File: src/rtl/cache_miss_sequencer.sv
// cache_miss_sequencer: miss handling for a set-associative cache.
// On a miss it picks a victim way, optionally writes the dirty victim line
// back, refills the line beat by beat from memory, writes the new tag and
// completes with a four-phase miss_req/miss_ack handshake.
// Macro CACHE_SEQ_WRITEBACK_EN: defined -> write-back cache (WB state compiled);
// undefined -> write-through cache (way_dirty ignored, every miss is clean).
module cache_miss_sequencer #(
  parameter int WAYS            = 4,
  parameter int INDEX_BITS      = 8,
  parameter int TAG_BITS        = 18,
  parameter int OFFSET_BITS     = 6,
  parameter int LINE_SIZE_BYTES = 64,
  parameter int DATA_WIDTH      = 32,
  parameter int ADDRESS_WIDTH   = 32,
  localparam int BEATS          = LINE_SIZE_BYTES * 8 / DATA_WIDTH,
  localparam int WAY_BITS       = $clog2(WAYS),
  localparam int BEAT_BITS      = $clog2(BEATS),
  localparam int BYTE_BITS      = OFFSET_BITS - BEAT_BITS
) (
  input  logic                     clk,
  input  logic                     rst,
  input  logic                     miss_req,
  input  logic [ADDRESS_WIDTH-1:0] miss_addr,
  output logic                     miss_ack,
  output logic                     busy,
  input  logic [WAYS-1:0]          way_valid,
  input  logic [WAYS-1:0]          way_dirty,
  input  logic [WAY_BITS-1:0]      lru_way,
  input  logic [TAG_BITS-1:0]      sel_tag,
  output logic [WAY_BITS-1:0]      arr_way,
  output logic [INDEX_BITS-1:0]    arr_index,
  output logic [BEAT_BITS-1:0]     arr_beat,
  input  logic [DATA_WIDTH-1:0]    arr_rdata,
  output logic                     arr_we,
  output logic [DATA_WIDTH-1:0]    arr_wdata,
  output logic                     arr_tag_we,
  output logic [TAG_BITS-1:0]      arr_tag,
  output logic                     lru_touch,
  output logic                     mem_req,
  output logic                     mem_we,
  output logic [ADDRESS_WIDTH-1:0] mem_addr,
  output logic [DATA_WIDTH-1:0]    mem_wdata,
  input  logic [DATA_WIDTH-1:0]    mem_rdata,
  input  logic                     mem_ready
);

  typedef enum logic [2:0] {
    IDLE,
    SELECT,
`ifdef CACHE_SEQ_WRITEBACK_EN
    WB,
`endif
    FILL,
    UPDATE,
    DONE
  } state_t;

  state_t                 state_q, state_d;
  logic [BEAT_BITS-1:0]   beat_q, beat_d;
  logic [WAY_BITS-1:0]    way_q, way_d;
  logic [TAG_BITS-1:0]    tag_q, tag_d;
  logic [INDEX_BITS-1:0]  index_q, index_d;
  logic [WAY_BITS-1:0]    victim;
  logic                   busy_q, miss_ack_q, mem_req_q, update_q;
  logic                   beat_done, last_beat;
  logic [TAG_BITS-1:0]    addr_tag;

  // Victim choice: lowest-index invalid way, otherwise the LRU way.
  always_comb begin
    victim = lru_way;
    for (int i = WAYS - 1; i >= 0; i--) begin
      if (!way_valid[i]) victim = WAY_BITS'(i);
    end
  end

  assign beat_done = mem_req_q & mem_ready;
  assign last_beat = (beat_q == BEAT_BITS'(BEATS - 1));

  // Next-state, beat counter and latched miss context.
  always_comb begin
    // NOTE: every variable gets a default first so no path leaves it unassigned (no latch).
    state_d = state_q;
    beat_d  = beat_q;
    way_d   = way_q;
    tag_d   = tag_q;
    index_d = index_q;
    case (state_q)
      IDLE: begin
        if (miss_req) begin
          tag_d   = miss_addr[ADDRESS_WIDTH-1 -: TAG_BITS];
          index_d = miss_addr[OFFSET_BITS +: INDEX_BITS];
          state_d = SELECT;
        end
      end
      SELECT: begin
        way_d   = victim;
        beat_d  = '0;
        state_d = FILL;
`ifdef CACHE_SEQ_WRITEBACK_EN
        if (way_valid[victim] && way_dirty[victim]) state_d = WB;
`endif
      end
`ifdef CACHE_SEQ_WRITEBACK_EN
      WB: begin
        if (beat_done) begin
          beat_d = beat_q + 1'b1;  // wraps to 0 after the last beat
          if (last_beat) state_d = FILL;
        end
      end
`endif
      FILL: begin
        if (beat_done) begin
          beat_d = beat_q + 1'b1;
          if (last_beat) state_d = UPDATE;
        end
      end
      UPDATE:  state_d = DONE;
      DONE:    if (!miss_req) state_d = IDLE;
      default: state_d = IDLE;
    endcase
  end

  // State, context and registered control outputs; reset abandons any beat.
  always_ff @(posedge clk or posedge rst) begin
    if (rst) begin
      state_q    <= IDLE;
      beat_q     <= '0;
      way_q      <= '0;
      tag_q      <= '0;
      index_q    <= '0;
      busy_q     <= 1'b0;
      miss_ack_q <= 1'b0;
      mem_req_q  <= 1'b0;
      update_q   <= 1'b0;
    end else begin
      // NOTE: non-blocking assignments so all flops update from pre-edge values.
      state_q    <= state_d;
      beat_q     <= beat_d;
      way_q      <= way_d;
      tag_q      <= tag_d;
      index_q    <= index_d;
      busy_q     <= (state_d != IDLE);
      miss_ack_q <= (state_d == DONE);
`ifdef CACHE_SEQ_WRITEBACK_EN
      mem_req_q  <= (state_d == FILL) || (state_d == WB);
`else
      mem_req_q  <= (state_d == FILL);
`endif
      update_q   <= (state_d == UPDATE);
    end
  end

`ifdef CACHE_SEQ_WRITEBACK_EN
  logic mem_we_q;

  // Write direction flag, high for the whole write-back phase.
  always_ff @(posedge clk or posedge rst) begin
    if (rst) mem_we_q <= 1'b0;
    else     mem_we_q <= (state_d == WB);
  end

  assign mem_we    = mem_we_q;
  assign addr_tag  = mem_we_q ? sel_tag : tag_q;
  assign mem_wdata = mem_we_q ? arr_rdata : '0;
`else
  logic unused_wb_inputs;
  assign unused_wb_inputs = ^{way_dirty, sel_tag, arr_rdata};
  assign mem_we    = 1'b0;
  assign addr_tag  = tag_q;
  assign mem_wdata = '0;
`endif

  logic unused_offset;
  assign unused_offset = ^miss_addr[OFFSET_BITS-1:0];

  // Bus address is held constant by beat_q while a beat is stalled.
  assign mem_req    = mem_req_q;
  assign mem_addr   = mem_req_q ? {addr_tag, index_q, beat_q, {BYTE_BITS{1'b0}}} : '0;
  assign arr_we     = mem_req_q & ~mem_we & mem_ready;
  assign arr_wdata  = (mem_req_q & ~mem_we) ? mem_rdata : '0;
  assign arr_way    = way_q;
  assign arr_index  = index_q;
  assign arr_beat   = beat_q;
  assign arr_tag    = tag_q;
  assign arr_tag_we = update_q;
  assign lru_touch  = update_q;
  assign busy       = busy_q;
  assign miss_ack   = miss_ack_q;

endmodule

File: config.mk
export PLATFORM = sky130hd
export DESIGN_NAME = cache_miss_sequencer
export DESIGN_NICKNAME = d
export VERILOG_FILES = /design/src/rtl/cache_miss_sequencer.sv
export SDC_FILE = /design/constraint.sdc
export NUM_CORES = 1
export LEC_CHECK = 0
export ABC_CLOCK_PERIOD_IN_PS = 3690
export BUFFER_PORTS_ARGS = -buffer_cell sky130_fd_sc_hd__buf_2
export CORE_AREA = 2 2 101 103
export CTS_CLUSTER_DIAMETER = 100
export DETAILED_ROUTE_END_ITERATION = 10
export DIE_AREA = 0 0 103 105
export HOLD_SLACK_MARGIN = 0.08
export PLACE_DENSITY_LB_ADDON = 0.15
export SYNTH_ARGS = -nofsm -noshare
export SYNTH_HDL_FRONTEND = slang
export SYNTH_SLANG_ARGS = --single-unit
File: constraint.sdc
create_clock -name clk -period 3.69 [get_ports clk]
set_input_delay 0.1845 -clock clk [delete_from_list [all_inputs] [get_ports clk]]
set_output_delay 0.1845 -clock clk [all_outputs]
set_load 0.01 [all_outputs]
======== Word level (Yosys, flattened, before mapping) ========
Cells that the tools add are included.
word-level totals
  register bits after elaboration ......... 39
  latch bits .............................. 0
  RAM bits ................................ 0
  bits in read-only memories .............. 0
  bits of input ports ..................... 128
  output and inout bits ................... 135
  memories kept ........................... 0
cells by class
  add/subtract/negate cells ............... 1
  multiply operators ...................... 0
  divide/modulo/power cells ............... 0
  order comparisons ....................... 0
  equality and inequality tests ........... 9
  shifts and indexed selects .............. 0
  multiplexer cells ....................... 13
  bitwise logic cells ..................... 1
  reduce and logical (&&, ||, !) cells .... 5
operators with widths
  cell                                            count
  2-to-1 mux 32 bit                               2
  case mux 3 bit (5 select lines)                 1
  == test 3 x 2 -> 1 bit (second input constant)  4
  2-to-1 mux 3 bit                                4
  2-to-1 mux 2 bit                                4
  case mux 4 bit (2 select lines)                 1
  == test 3 bit (second input constant)           2
  adder 4 x 1 -> 4 bit (second input constant)    1
  == test 4 bit (second input constant)           1
  2-to-1 mux 4 bit                                1
  AND reduction 2 bit                             2
  == test 3 x 1 -> 1 bit (second input constant)  1
  zero test 3 bit                                 1
  nonzero test 3 bit                              1
  inequality test 2 bit (second input constant)   1
  nonzero test 2 bit                              1
  AND 1 bit                                       1

======== Depth between registers and ports, before layout ========
  word-level depth ........................ 5
  mapped depth ............................ 4

======== Worst setup path before layout ========
No wires, ideal clock.
  kind .................................... register -> register
  from .................................... register state_q[1]
  to ...................................... register index_q[0] (netlist: arr_index[0])
  setup time .............................. 125 ps
  data arrival time ....................... 1430 ps
  required time ........................... 3565 ps
  slack ................................... 2135 ps
  cell stages (with the launch flop) ...... 5
  period minus slack after synthesis ...... 1555 ps
  path through ............................ dfrtp_1 -> or3b_4 -> nor2_8 -> buf_12 -> mux2_4
between the ends
  word-level cells in the longest chain between the ends .. 2
RTL lines
  what                           line  text
  from (decl)                    58    state_t state_q, state_d;
  from (signal assigned)         137   state_q <= state_d;
  zero test 3 bit                87    case (state_q)
  AND reduction 2 bit (no line)  -
  to (signal assigned)           141   index_q <= index_d;
  to (decl)                      62    logic [INDEX_BITS-1:0] index_q, index_d;
No other way between the ends.
A chain may end at the register's enable or synchronous reset.

======== Final worst setup path ========
  from .................................... register state_q[1]
  to ...................................... register tag_q[2] (netlist: arr_tag[2])
between the ends
  word-level cells in the longest chain between the ends .. 2
RTL lines
  what                           line  text
  zero test 3 bit                87
  AND reduction 2 bit (no line)  -
  to (signal assigned)           140   tag_q <= tag_d;
  to (decl)                      61    logic [TAG_BITS-1:0] tag_q, tag_d;
No other way between the ends.

==> results.txt <==
CTS saw 39 sinks. H-tree depth reported by CTS: 2. STA classifies the critical path endpoint as a register. Counting both buffers and inverters, the worst setup path holds a total of 0. Overall die height: 105 um. The tools report the capture endpoint of the worst hold path as arr_index[5]$_DFFE_PP0P_. Prior to clock tree synthesis, the placed netlist has a worst setup slack of 1.65 ns. Grouping stages by cell kind, the critical path spends the most delay in simple AND/OR/NAND/NOR gates. The tools report the net count reported at finish as 516. The library cell used most frequently in the layout, excluding fill and tap cells, is buf_2. Clock-pin slew was measured on the worst setup and hold paths at 0.08 ns. By area the synthesized netlist is led by dfrtp_1, and2_1, mux2_4. Port buffering added 167 buffers. The routed design has 5670 um of wire. The tool flagged a number of max-cap violations equal to 0. Leaving out fill and tap cells, the most frequent cells in the layout are buf_2, and2_1, dfrtp_1, conb_1, mux2_4. The setup TNS after final layout was 0 ns. The area growth from synthesis to layout is 36.6%. The number of storage elements in the synthesis netlist is 39. TritonCTS built the clock tree. During synthesis, Yosys emitted a total of 0 warnings.

For the worst setup path, the data required time is 3.86 ns. The post-detailed-route via-to-cell ratio was 3.78; the share of cells above drive strength 1 was 53.4%. In the final routed layout, each cell accounts on average for 10.9 um. In this run the remaining antenna-violating nets after routing total 0. The cell depth of the worst hold path was 2. The final HPWL from detailed placement is 4190 um, and the chip width is 103 um.

Summed over all instances, the cell type with the most area after synthesis is dfrtp_1. Dividing total power by cell area gives a power density of 755 mW/mm^2. For this design, the slowest cell found on the critical path is dfrtp_1. Setup violations remaining at the end of the flow were counted as 0.

In the finished design, the share of the clock period the worst path needs comes to 54.7%. Setup slack on the worst reg-to-reg path comes out at 1.67 ns. The tools report the number of placement rows as 36. The I/O pin total came out at 263. The logs give 0.000327 V for the worst voltage drop across the vdd grid and 1,734 for the via count of the first global-routing pass. The die covers 0.0108 mm^2. On the worst path, the slowest cell contributes a delay of 0.52 ns. The post-layout total power is 2.49 mW, and the number of cells traversed by the worst register-to-register path is 3.

Global routing used 9.52% of the available tracks across all layers. For the final max-slew violation count, the log shows 0. Dominant combinational cell family by area after synthesis: simple AND/OR/NAND/NOR gates. The critical path goes through or3b_4 > nor2_8 > mux2_2. The congestion estimate from routability-driven global placement came to 0.625. The synthesized netlist devotes 22.3% of its cell area to simple gates. In the synthesized netlist, mux cells make up 15.6% of the area. The worst hold path belongs to the class in -> reg.

Averaged over all synthesized cells, the footprint is 10.8 um^2. Initial antenna violation count: 1. The floorplan step defined a core boundary enclosing 0.00964 mm^2. After synthesis, flip-flops and latches occupy 40.5% of the total area. For this configuration, the core starts out at a cell density of 25.0%.

The setup slack of the critical path after layout came out at 1.67 ns. Hold path startpoint: miss_addr[11]. The worst register-to-register path ends at arr_tag[2]$_DFFE_PP0P_.

The cell sitting at the root of the clock tree is a clkbuf_8. The synthesized netlist devotes 4.10% of its cell area to compound gates. The clock insertion delay at the later pin of the skew report is 0.29 ns. The final route contains 1,971 vias. Before antenna repair, the detailed router went through 2 iterations.

Setup repair after global routing left no endpoint under its margin. The worst reg2reg path startpoint is state_q[1]$_DFF_PP0_. For the worst setup path, the data arrival time is 2.19 ns. Counting along the longest clock path gives a buffer depth of 2. At the pin with the least slew margin, the transition time is 0.592 ns. The run finished with clean final reports.

The final clock skew came out at 0.00510 ns. The worst setup path is launched from a register. Adder-cell share of the synthesized area: 0.519%. The maximum number of pins on one net before global-route repair is 66.

The classification of the worst setup path is reg -> reg. After Yosys synthesis, XOR and XNOR cells account for 0.363% of the synthesized area. The cell area that synthesis handed to floorplanning was 0.00241 mm^2.

For this run, design rule violations remaining after detail routing come to 0. In this run, CTS created clock tree buffers numbering 5. The tools report the fmax as 495 MHz.

The worst path needs 2.02 ns of the cycle, external delays included. The DRC marker count from the first detailed-route iteration came out at 54. The total overflow left after global routing is 0.

Number of hold violations in the final report: 0. The area share of the largest cell type after synthesis works out to 40.5%. For this design the static power due to leakage is 1.84 nW.

After technology mapping, the gate count stands at 224. Measured against its own limit, the worst slew margin works out to 60.5%. In this run the worst path has a maximum fanout of 27. The synthesized netlist contains 33 unique library cells.

The first global-routing pass estimated 8220 um of wire.
==> how the worst max path moves through the flow <==
stage | start | end | cells past startpoint
detailed placement | state_q[1]$_DFF_PP0_ | arr_tag[5]$_DFFE_PP0P_ | 3
global placement | state_q[1]$_DFF_PP0_ | arr_tag[3]$_DFFE_PP0P_ | 3
finish | state_q[1]$_DFF_PP0_ | arr_tag[2]$_DFFE_PP0P_ | 3
CTS | state_q[1]$_DFF_PP0_ | arr_tag[2]$_DFFE_PP0P_ | 3
global route | state_q[1]$_DFF_PP0_ | arr_tag[1]$_DFFE_PP0P_ | 3
floorplan | state_q[1]$_DFF_PP0_ | arr_index[0]$_DFFE_PP0P_ | 4
==> report_power, final <==
| part | switching [mW] | internal (mW) | leakage, nW | total (mW) |
|---|---|---|---|---|
| Combinational | 0.655 | 0.711 | 1.31 | 1.37 |
| Clock | 0.150 | 0.171 | 0.0515 | 0.321 |
| Sequential | 0.175 | 0.627 | 0.475 | 0.802 |
| Total | 0.980 | 1.51 | 1.84 | 2.49 |
==> synthesized netlist by cell type (all sizes together) <==
cell    number
a21boi       1
a21oi        1
and2        63
buf         42
clkbuf       6
conb         1
dfrtp       39
ha           1
inv          7
mux2        27
nand2        5
nand2b       2
nand3        3
nand3b       1
nand4b       1
nor2         3
nor3         2
o211ai       3
o21ai        4
o22a         1
o22ai        2
o31ai        3
or2          1
or3          1
or3b         2
or4b         1
xnor2        1
==> per-layer routing <==
layer  vias up  global-route usage [%]  share of wire, %
met1       861                    11.3                40
met4         0                    2.54              0.86
li1        976                       -                 -
met5         -                       0                 0
met2       130                    16.3                46
met3         4                    3.01                12
==> cell families after synthesis <==
logic type,after synthesis
XOR/XNOR,1
AND/OR/NAND/NOR,85
adder cells (fa/ha/maj),1
other,1
multiplexers,27
AO/OA/AOI/OAI,15
buffers and inverters,55
flip-flops,39
==> cell type report <==
cell class	instances	area (um^2)
well taps	133	166
multi-input cells	164	1160
repair buffers	170	861
clock buffers	8	100
inverters	7	26.3
flip-flops and latches	39	976
fillers	1012	6340
diodes	1	2.50
==> flip-flops by register name, indices dropped and copies added, names as in the netlist <==
| register | cells |
|---|---|
| state_q | 3 |
| arr_beat | 4 |
| busy | 1 |
| arr_tag | 18 |
| mem_req | 1 |
| arr_index | 8 |
| arr_way | 2 |
| miss_ack | 1 |
| arr_tag_we | 1 |
==> worst register-to-register path, cell delays in order, from the launching register on <==
cell	delay, ns
dfrtp_1	0.52
or3b_4	0.50
nor2_8	0.48
mux2_2	0.42
==> repair_timing <==
| action | 4_1_cts | 5_1_grt |
|---|---|---|
| buffers inserted | 0 | 0 |
| endpoints found under the hold margin | 39 | 0 |
| hold buffers | 1 | 0 |
| resized for setup | 0 | 0 |
==> stage by stage <==
stage / utilization, % / hold slack (ns) / cell area (um^2) / instances
2_1_floorplan: - / 0.322 / 2540 / 258
3_3_place_gp: 33.0 / 0.345 / 3180 / 512
3_5_place_dp: 33.0 / 0.348 / 3180 / 512
4_1_cts: 34.2 / 0.109 / 3290 / 521
5_1_grt: 34.2 / 0.110 / 3290 / 521
6_report: 34.2 / 0.121 / 3300 / 522
Note: power is estimated with default switching activity, not from simulation.
